`src/rtl/mbox_wr_arbiter.sv`:
```
// ---------------------------------------------------------------------------
// mbox_wr_arbiter
//
// Shares the byte-wide MAILBOX write port between NREQ word-wide requesters.
// Requesters are arbitrated round-robin. Each granted word is shifted out
// least-significant byte first, and writes stall while the MAILBOX is full.
// After a word that does not close its packet, the grant stays with the same
// requester (LOCK) until that requester sends its closing word. If the
// requester stays silent for LOCK_TMO cycles, the lock is abandoned.
//
// Handshake: a requester raises req_i[k] with dat/len/last and holds all of
// them stable until it sees the one-cycle ack_o[k] pulse. In the cycle after
// the ack it may present its next word or drop req_i[k]. A word is accepted
// at the clock edge that loads it. ack_o[k] is high during the first SHIFT
// cycle that follows that edge.
//
// Ports:
//   wb_clk_i     clock (clk_500 / Wishbone domain)
//   wb_rst_i     asynchronous active-high reset
//   req_i        per-requester word request
//   dat_i        requester k word at [k*WB_DW +: WB_DW]
//   len_i        requester k valid bytes minus one at [k*2 +: 2]
//   last_i       word closes the packet
//   ack_o        one-cycle registered pulse: word accepted
//   mbox_wr_o    MAILBOX write strobe
//   mbox_do_o    MAILBOX byte
//   mbox_full_i  MAILBOX full
//   gnt_o        one-hot current owner, 0 when idle
//   busy_o       arbiter not idle
//   tmo_o        one-cycle pulse: lock timeout abort
//   dbg_state_o  FSM state (0 IDLE, 1 SHIFT, 2 LOCK)
// ---------------------------------------------------------------------------
module mbox_wr_arbiter #(
    parameter int NREQ     = 3,
    parameter int WB_DW    = 32,
    parameter int WOU_DW   = 8,
    parameter int LOCK_TMO = 1024,
    parameter int TMO_W    = 11
) (
    input  logic                    wb_clk_i,
    input  logic                    wb_rst_i,
    input  logic [NREQ-1:0]         req_i,
    input  logic [NREQ*WB_DW-1:0]   dat_i,
    input  logic [NREQ*2-1:0]       len_i,
    input  logic [NREQ-1:0]         last_i,
    output logic [NREQ-1:0]         ack_o,
    output logic                    mbox_wr_o,
    output logic [WOU_DW-1:0]       mbox_do_o,
    input  logic                    mbox_full_i,
    output logic [NREQ-1:0]         gnt_o,
    output logic                    busy_o,
    output logic                    tmo_o,
    output logic [1:0]              dbg_state_o
);

    localparam int IW = (NREQ > 2) ? 2 : 1;

    typedef enum logic [1:0] {
        S_IDLE  = 2'd0,
        S_SHIFT = 2'd1,
        S_LOCK  = 2'd2
    } state_t;

    state_t             r_state, w_state_n;
    logic [WB_DW-1:0]   r_buf, w_buf_n;
    logic [1:0]         r_cnt, w_cnt_n;
    logic [IW-1:0]      r_rr, w_rr_n;
    logic [IW-1:0]      r_own, w_own_n;
    logic               r_last, w_last_n;
    logic [TMO_W-1:0]   r_tmo_cnt, w_tmo_cnt_n;
    logic [NREQ-1:0]    r_gnt, w_gnt_n;
    logic [NREQ-1:0]    r_ack, w_ack_n;
    logic               r_tmo, w_tmo_n;

    // Round-robin scan: first set request at or above the rr pointer,
    // wrapping modulo NREQ (which need not be a power of two).
    logic [IW:0]        w_scan_sum;
    logic [IW-1:0]      w_scan_idx;
    logic [IW-1:0]      w_win;
    logic               w_any;

    always_comb begin
        w_any      = 1'b0;
        w_win      = '0;
        w_scan_sum = '0;
        w_scan_idx = '0;
        for (int i = 0; i < NREQ; i++) begin
            w_scan_sum = {1'b0, r_rr} + (IW+1)'(i);
            if (w_scan_sum >= (IW+1)'(NREQ)) begin
                w_scan_sum = w_scan_sum - (IW+1)'(NREQ);
            end
            w_scan_idx = w_scan_sum[IW-1:0];
            if (!w_any && req_i[w_scan_idx]) begin
                w_any = 1'b1;
                w_win = w_scan_idx;
            end
        end
    end

    // Word load source: the scan winner when idle, the owner when locked.
    logic [IW-1:0]      w_ld_idx;
    logic [WB_DW-1:0]   w_ld_dat;
    logic [1:0]         w_ld_len;
    logic               w_ld_last;
    logic [NREQ-1:0]    w_ld_onehot;
    logic [IW-1:0]      w_rr_after;

    always_comb begin
        w_ld_idx    = (r_state == S_LOCK) ? r_own : w_win;
        w_ld_dat    = dat_i[int'(w_ld_idx)*WB_DW +: WB_DW];
        w_ld_len    = len_i[int'(w_ld_idx)*2 +: 2];
        w_ld_last   = last_i[w_ld_idx];
        w_ld_onehot = NREQ'(1) << w_ld_idx;
        w_rr_after  = (r_own == IW'(NREQ-1)) ? '0 : r_own + 1'b1;
    end

    // State register (with datapath registers)
    always_ff @(posedge wb_clk_i or posedge wb_rst_i) begin
        if (wb_rst_i) begin
            r_state   <= S_IDLE;
            r_buf     <= '0;
            r_cnt     <= '0;
            r_rr      <= '0;
            r_own     <= '0;
            r_last    <= 1'b0;
            r_tmo_cnt <= '0;
            r_gnt     <= '0;
            r_ack     <= '0;
            r_tmo     <= 1'b0;
        end else begin
            r_state   <= w_state_n;
            r_buf     <= w_buf_n;
            r_cnt     <= w_cnt_n;
            r_rr      <= w_rr_n;
            r_own     <= w_own_n;
            r_last    <= w_last_n;
            r_tmo_cnt <= w_tmo_cnt_n;
            r_gnt     <= w_gnt_n;
            r_ack     <= w_ack_n;
            r_tmo     <= w_tmo_n;
        end
    end

    // Next-state logic
    always_comb begin
        w_state_n   = r_state;
        w_buf_n     = r_buf;
        w_cnt_n     = r_cnt;
        w_rr_n      = r_rr;
        w_own_n     = r_own;
        w_last_n    = r_last;
        w_tmo_cnt_n = r_tmo_cnt;
        w_gnt_n     = r_gnt;
        w_ack_n     = '0;
        w_tmo_n     = 1'b0;

        case (r_state)
            S_IDLE: begin
                if (w_any) begin
                    w_state_n = S_SHIFT;
                    w_buf_n   = w_ld_dat;
                    w_cnt_n   = w_ld_len;
                    w_last_n  = w_ld_last;
                    w_own_n   = w_ld_idx;
                    w_gnt_n   = w_ld_onehot;
                    w_ack_n   = w_ld_onehot;
                end
            end

            S_SHIFT: begin
                // A full MAILBOX freezes buffer and count, so no byte is lost.
                if (!mbox_full_i) begin
                    w_buf_n = r_buf >> WOU_DW;
                    w_cnt_n = r_cnt - 2'd1;
                    if (r_cnt == 2'd0) begin
                        if (r_last) begin
                            w_state_n = S_IDLE;
                            w_rr_n    = w_rr_after;
                            w_gnt_n   = '0;
                        end else begin
                            w_state_n   = S_LOCK;
                            w_tmo_cnt_n = '0;
                        end
                    end
                end
            end

            S_LOCK: begin
                if (req_i[r_own]) begin
                    w_state_n = S_SHIFT;
                    w_buf_n   = w_ld_dat;
                    w_cnt_n   = w_ld_len;
                    w_last_n  = w_ld_last;
                    w_ack_n   = w_ld_onehot;
                end else if (r_tmo_cnt == TMO_W'(LOCK_TMO-1)) begin
                    w_state_n = S_IDLE;
                    w_rr_n    = w_rr_after;
                    w_gnt_n   = '0;
                    w_tmo_n   = 1'b1;
                end else begin
                    w_tmo_cnt_n = r_tmo_cnt + 1'b1;
                end
            end

            default: begin
                w_state_n = S_IDLE;
            end
        endcase
    end

    // Output logic
    always_comb begin
        mbox_wr_o   = 1'b0;
        mbox_do_o   = '0;
        if (r_state == S_SHIFT) begin
            mbox_wr_o = ~mbox_full_i;
            mbox_do_o = r_buf[WOU_DW-1:0];
        end
        busy_o      = (r_state != S_IDLE);
        ack_o       = r_ack;
        gnt_o       = r_gnt;
        tmo_o       = r_tmo;
        dbg_state_o = r_state;
    end

endmodule
```
`config.mk`:
```
export PLATFORM = sky130hd
export DESIGN_NAME = mbox_wr_arbiter
export DESIGN_NICKNAME = d
export VERILOG_FILES = /design/src/rtl/mbox_wr_arbiter.sv
export SDC_FILE = /design/constraint.sdc
export NUM_CORES = 1
export LEC_CHECK = 0
export CORE_UTILIZATION = 45
export DETAILED_ROUTE_END_ITERATION = 7
export GPL_ROUTABILITY_DRIVEN = 0
export HOLD_SLACK_MARGIN = 0.15
export PLACE_DENSITY_LB_ADDON = 0.08
export SKIP_CTS_REPAIR_TIMING = 1
export SKIP_LAST_GASP = 1
export SYNTH_ARGS = -nofsm -noshare
export SYNTH_HDL_FRONTEND = slang
export SYNTH_SLANG_ARGS = --single-unit
```
`constraint.sdc`:
```
create_clock -name wb_clk_i -period 4.16 [get_ports wb_clk_i]
set_input_delay 0.416 -clock wb_clk_i [delete_from_list [all_inputs] [get_ports wb_clk_i]]
set_output_delay 0.416 -clock wb_clk_i [all_outputs]
set_load 0.1 [all_outputs]
```
==> Word level (Yosys, flattened, before mapping) <==
Index checks and enable logic that the tools add are counted.
{ "word_totals": {"reg_bits": 59, "latchBits": 0, "ramBits": 0, "romBits": 0, "input_bits": 111, "output_inout_bits": 19, "wordCells": 127, "n_memories": 0} }
{ "op_classes": {"n_addsub": 8, "mul": 0, "n_div": 0, "order_cmp": 8, "n_eq_ne": 14, "n_shift": 3, "muxes": 66, "bitwise_logic": 1, "reduce_logical": 17} }
{ "ops": {"columns": ["op", "n"], "rows": [
  ["$mux W32", 3],
  ["$pmux W32 S3", 1],
  ["$shiftx A96 B8 Y32", 1],
  ["$mux W11", 5],
  ["$mux W2", 22],
  ["$mux W3", 8],
  ["$pmux W11 S2", 1],
  ["$lt A2 B3 Y1 const B", 5],
  ["$mux W1", 14],
  ["$ne A2 B2 Y1 const B", 7],
  ["$pmux W2 S3", 2],
  ["$reduce_and A6 Y1", 2],
  ["$add A11 B1 Y11 const B", 1],
  ["$eq A11 B10 Y1 const B", 1],
  ["$bmux W1 S2", 5],
  ["$pmux W3 S3", 1],
  ["$mux W8", 1],
  ["$reduce_and A4 Y1", 2],
  ["$reduce_and A7 Y1", 1],
  ["$ge A3 B2 Y1 const B", 2],
  ["$pmux W3 S2", 1],
  ["$reduce_bool A2 Y1", 3],
  ["$shiftx A6 B4 Y2", 1],
  ["$sub A2 B2 Y2 const B", 3],
  ["other kinds (19)", 24]
]} }

==> Logic depth before layout (Yosys ltp) <==
{ "logic_depth": {"word_depth": 16, "depth_mapped": 11, "depth_no_buf": 8} }

==> Worst setup path after synthesis <==
Ideal clock, no wire load.
{ "synth_path": {"path_kind": "reg2out", "start": "register r_state[0] (netlist: dbg_state_o[0])", "end": "output mbox_wr_o", "t_arrival_ns": 3.175, "required_ns": 3.744, "setup_slack_ns": 0.569, "stages_incl_launch_ff": 5, "path_buffers": 2, "cell_sequence": "dfrtp_1 ha_1 clkbuf_1 clkbuf_1 nor2b_1"} }
{ "synth_between": {"elab_chain_len": 2} }
{ "synth_rtl": {"columns": ["element", "line", "rtl"], "rows": [
  ["start, declared", "64", "state_t r_state, w_state_n;"],
  ["start signal, assigned", "131", "r_state <= w_state_n;"],
  ["$eq A2 B1 Y1", "215", "if (r_state == S_SHIFT) begin"],
  ["$mux W1", "215", null],
  ["end, declared", "47", "output logic mbox_wr_o,"]
]} }
No other way between the ends.

==> Final worst setup path <==
{ "layout_path": {"start": "register r_rr[1]", "end": "register r_buf[19]"} }
{ "layout_between": {"elab_chain_len": 15, "word_cells_on_any_way": 34, "cone_classes": "add/sub: 5; order compare: 3; eq/ne: 1; shift: 1; mux: 19; reduce/logical: 5"} }
{ "layout_rtl": {"columns": ["element", "line", "rtl"], "rows": [
  ["start, declared", "67", "logic [IW-1:0] r_rr, w_rr_n;"],
  ["start signal, assigned", "134", "r_rr <= w_rr_n;"],
  ["branches (longest 15 deep; another with $add A2 B1 Y3)", null, null],
  ["end signal, assigned", "132", "r_buf <= w_buf_n;"],
  ["end, declared", "65", "logic [WB_DW-1:0] r_buf, w_buf_n;"]
]} }
Several ways; the timed one is not identified. The select of a mux whose other input is x is not followed.
A chain may end at the register's enable or synchronous reset.

==> results.json <==
{
  "antenna_left": 0,
  "startpoint": "r_rr[1]",
  "period_minus_slack_ns": 3.29,
  "fin_crit_sh_pct": 79.1,
  "critPathKind": "flop to flop",
  "seq_power_share_pct": 21.7,
  "netlist_area_mm2": 0.00410,
  "clockPowerShare_pct": 10.9,
  "cap_violations": 0,
  "hold_path_depth": 1,
  "cts_tree": "done",
  "hpwl_um": 7900,
  "holdPathEnd": "r_tmo_cnt[10]",
  "die-height_um": 97.4,
  "cts_num_sinks": 59,
  "crit_chain": "inv_1 > ha_1 > mux2_4 > o311a_1 > o41ai_4 > buf_4 > mux2_2 > a221oi_1 > a311oi_1",
  "fin_ws_ns": 0.870,
  "required_ns": 4.35,
  "start_util_pct": 46.7,
  "final_cell_mix": "120 x clkdlybuf4s50_1, 59 x dfrtp_1, 38 x inv_1, 34 x nor2_1, 30 x nand2_1",
  "finalMaxSlewViolations": 0,
  "skew_ns": 0.0104,
  "cp_slowest_cell": "buf_4",
  "firstDrtPassIters": 5,
  "fillers": 744,
  "die_w_um": 97.4,
  "hp-start": "r_tmo_cnt[10]",
  "slowest_delay_ns": 0.52,
  "fmax_mhz": 304,
  "rr_worst_depth": 9,
  "cp_max_fo": 37,
  "synth-main-ff-cell": "dfrtp_1",
  "grt_pass1_wl_um": 18000,
  "final_common_cell": "clkdlybuf4s50_1",
  "hold_viol_final": 0,
  "p_leak_nw": 2.38,
  "area.sequential_mm2": 0.00148,
  "internal-power_mw": 2.22,
  "num-nets-final": 653,
  "p_sw_share_pct": 50.0,
  "antenna_cells": 0,
  "clockBufferDepth": 2,
  "grt_use_total_pct": 23.8,
  "syn_nets": 538,
  "worstMarginPinSlew_ns": 0.971,
  "layout-drive-gt1-share_pct": 16.0,
  "arrival_ns": 3.48,
  "antenna_found_initial": 0,
  "grt_pass1_vias": 3676,
  "slew_headroom_pct": 35.1,
  "p_per_area_mw_per_mm2": 794,
  "rrSetupSlack_ns": 0.87,
  "start_kind": "flop",
  "dieArea_mm2": 0.00949,
  "io_buffers": 129,
  "reg2reg_from": "r_rr[1]",
  "async_flop_share_pct": 100,
  "hp-class": "flop to flop",
  "seq_area_frac_synth_pct": 36.0,
  "synth-seq-cells": 59,
  "multiInputGateArea_mm2": 0.00233,
  "rr_endpoint": "r_buf[19]",
  "vias_per_cell": 5.73,
  "clock-root-buffer": "clkbuf_8",
  "core_area_mm2": 0.00876,
  "synth-edff-count": 0,
  "pwr-share-comb_pct": 67.3,
  "worstSetupEndpointType": "flop",
  "netlist_instances": 417,
  "io_pins": 130,
  "grt_max_degree": 38,
  "drc": 0,
  "cts_max_level": 3,
  "setup_viol": 0,
  "ys_warn_count": 0,
  "rsz0062_at_grt": "no",
  "vdd_drop_max_mv": 0.414,
  "final_cells": 644,
  "drt-total-wl_um": 10900,
  "power.net_switching_mw": 2.21,
  "wl_per_cell_um": 17.0,
  "syn_to_final_growth_pct": 36.2,
  "cts_buffers": 9,
  "place_inst": 629,
  "rows": 34,
  "setup_tns_ns": 0,
  "via_count": 3689,
  "status": "finished clean",
  "drtIter0Drc": 148,
  "avgSynthCellArea_um2": 9.82,
  "cts.clk_slew.worst_paths_ns": 0.07,
  "synth.distinct_cells": 50,
  "clock_latency_ns": 0.35,
  "overflow": 0,
  "pre_cts_slack_ns": 0.816
}
==> through the flow <==
step                power, mW  util (%)  hold WS, ns  area [µm²]
finish                   4.43      63.7        0.476        5580
global route             4.75      63.7        0.521        5580
CTS                      4.45      63.7        0.479        5580
detailed placement       3.96      61.6        0.466        5400
global placement         3.90      61.6        0.467        5400
floorplan                3.33         -        0.448        4100
==> cells in the mapped netlist (10+ instances only) <==
cell type	n	share of area [%]
mux2i_1	13	3.2
nor2_1	34	3.1
o21ai_0	14	1.7
mux2_4	18	6.6
mux2_2	15	4.1
inv_1	39	3.6
dfrtp_1	59	36
a311oi_1	25	5.3
clkbuf_1	20	1.8
nand3_1	10	1.2
and2_1	11	1.7
ha_1	10	3.1
a221oi_2	17	6.2
nand2_1	30	2.7
a221oi_1	11	2.4
nor3_1	11	1.3
==> cell type report <==
type                       instances  area share, %
multi-input combinational        288           41.7
sequential                        59           26.5
timing repair buffer             135           23.5
clock buffer                      13           3.03
inverter                          39           2.62
tap                              108           2.42
clock inverter                     2          0.179
==> worst max path at each step <==
stage / cells after the start / endpoint / slack, ns
global placement: 8 / r_cnt[1] / 0.92
finish: 9 / r_buf[19] / 0.87
CTS: 9 / r_buf[16] / 0.88
floorplan: 4 / mbox_wr_o / 0.57
global route: 8 / r_buf[20] / 0.64
detailed placement: 7 / r_buf[20] / 0.82
==> power groups by stage <==
stage / Clock [mW] / Sequential (mW) / Combinational (mW)
2_1_floorplan: 0 / 1.11 / 2.22
3_3_place_gp: 0 / 0.961 / 2.94
3_5_place_dp: 0 / 0.972 / 2.99
4_1_cts: 0.491 / 0.962 / 2.99
5_1_grt: 0.516 / 0.998 / 3.24
6_report: 0.485 / 0.962 / 2.98
==> state kept, by name (all words and copies together) (netlist names) <==
signal / flops
r_last: 1
r_own: 2
r_rr: 2
r_cnt: 2
gnt_o: 3
ack_o: 3
r_buf: 32
tmo_o: 1
dbg_state_o: 2
r_tmo_cnt: 11
==> logic make-up (layout without fill, tap and decap cells) <==
group                    Yosys count  in the layout  share of synthesized area (%)
AND/OR/NAND/NOR                  120            120                           14.3
AO/OA/AOI/OAI                    112            112                           25.4
buffers and inverters             70            189                           7.33
flip-flops                        59             59                           36.0
multiplexers                      46             46                           13.9
adder cells (fa/ha/maj)           10             10                           3.05
==> critical path: cells and delay by family, from the launching register on <==
| family | cells | cell delay (ns) |
|---|---|---|
| flops | 1 | 0.40 |
| compound gates | 4 | 0.96 |
| fa+ha+maj | 1 | 0.34 |
| mux | 2 | 0.76 |
| buf+inv | 2 | 0.62 |
==> layer usage <==
| layer | track usage (%) | part of all wire, % |
|---|---|---|
| met1 | 32.4 | 45 |
| met2 | 37.3 | 47 |
| met3 | 5.47 | 6.5 |
| met4 | 7.92 | 1.3 |
| met5 | 0 | 0 |
Power figures use the tool's default switching activity.
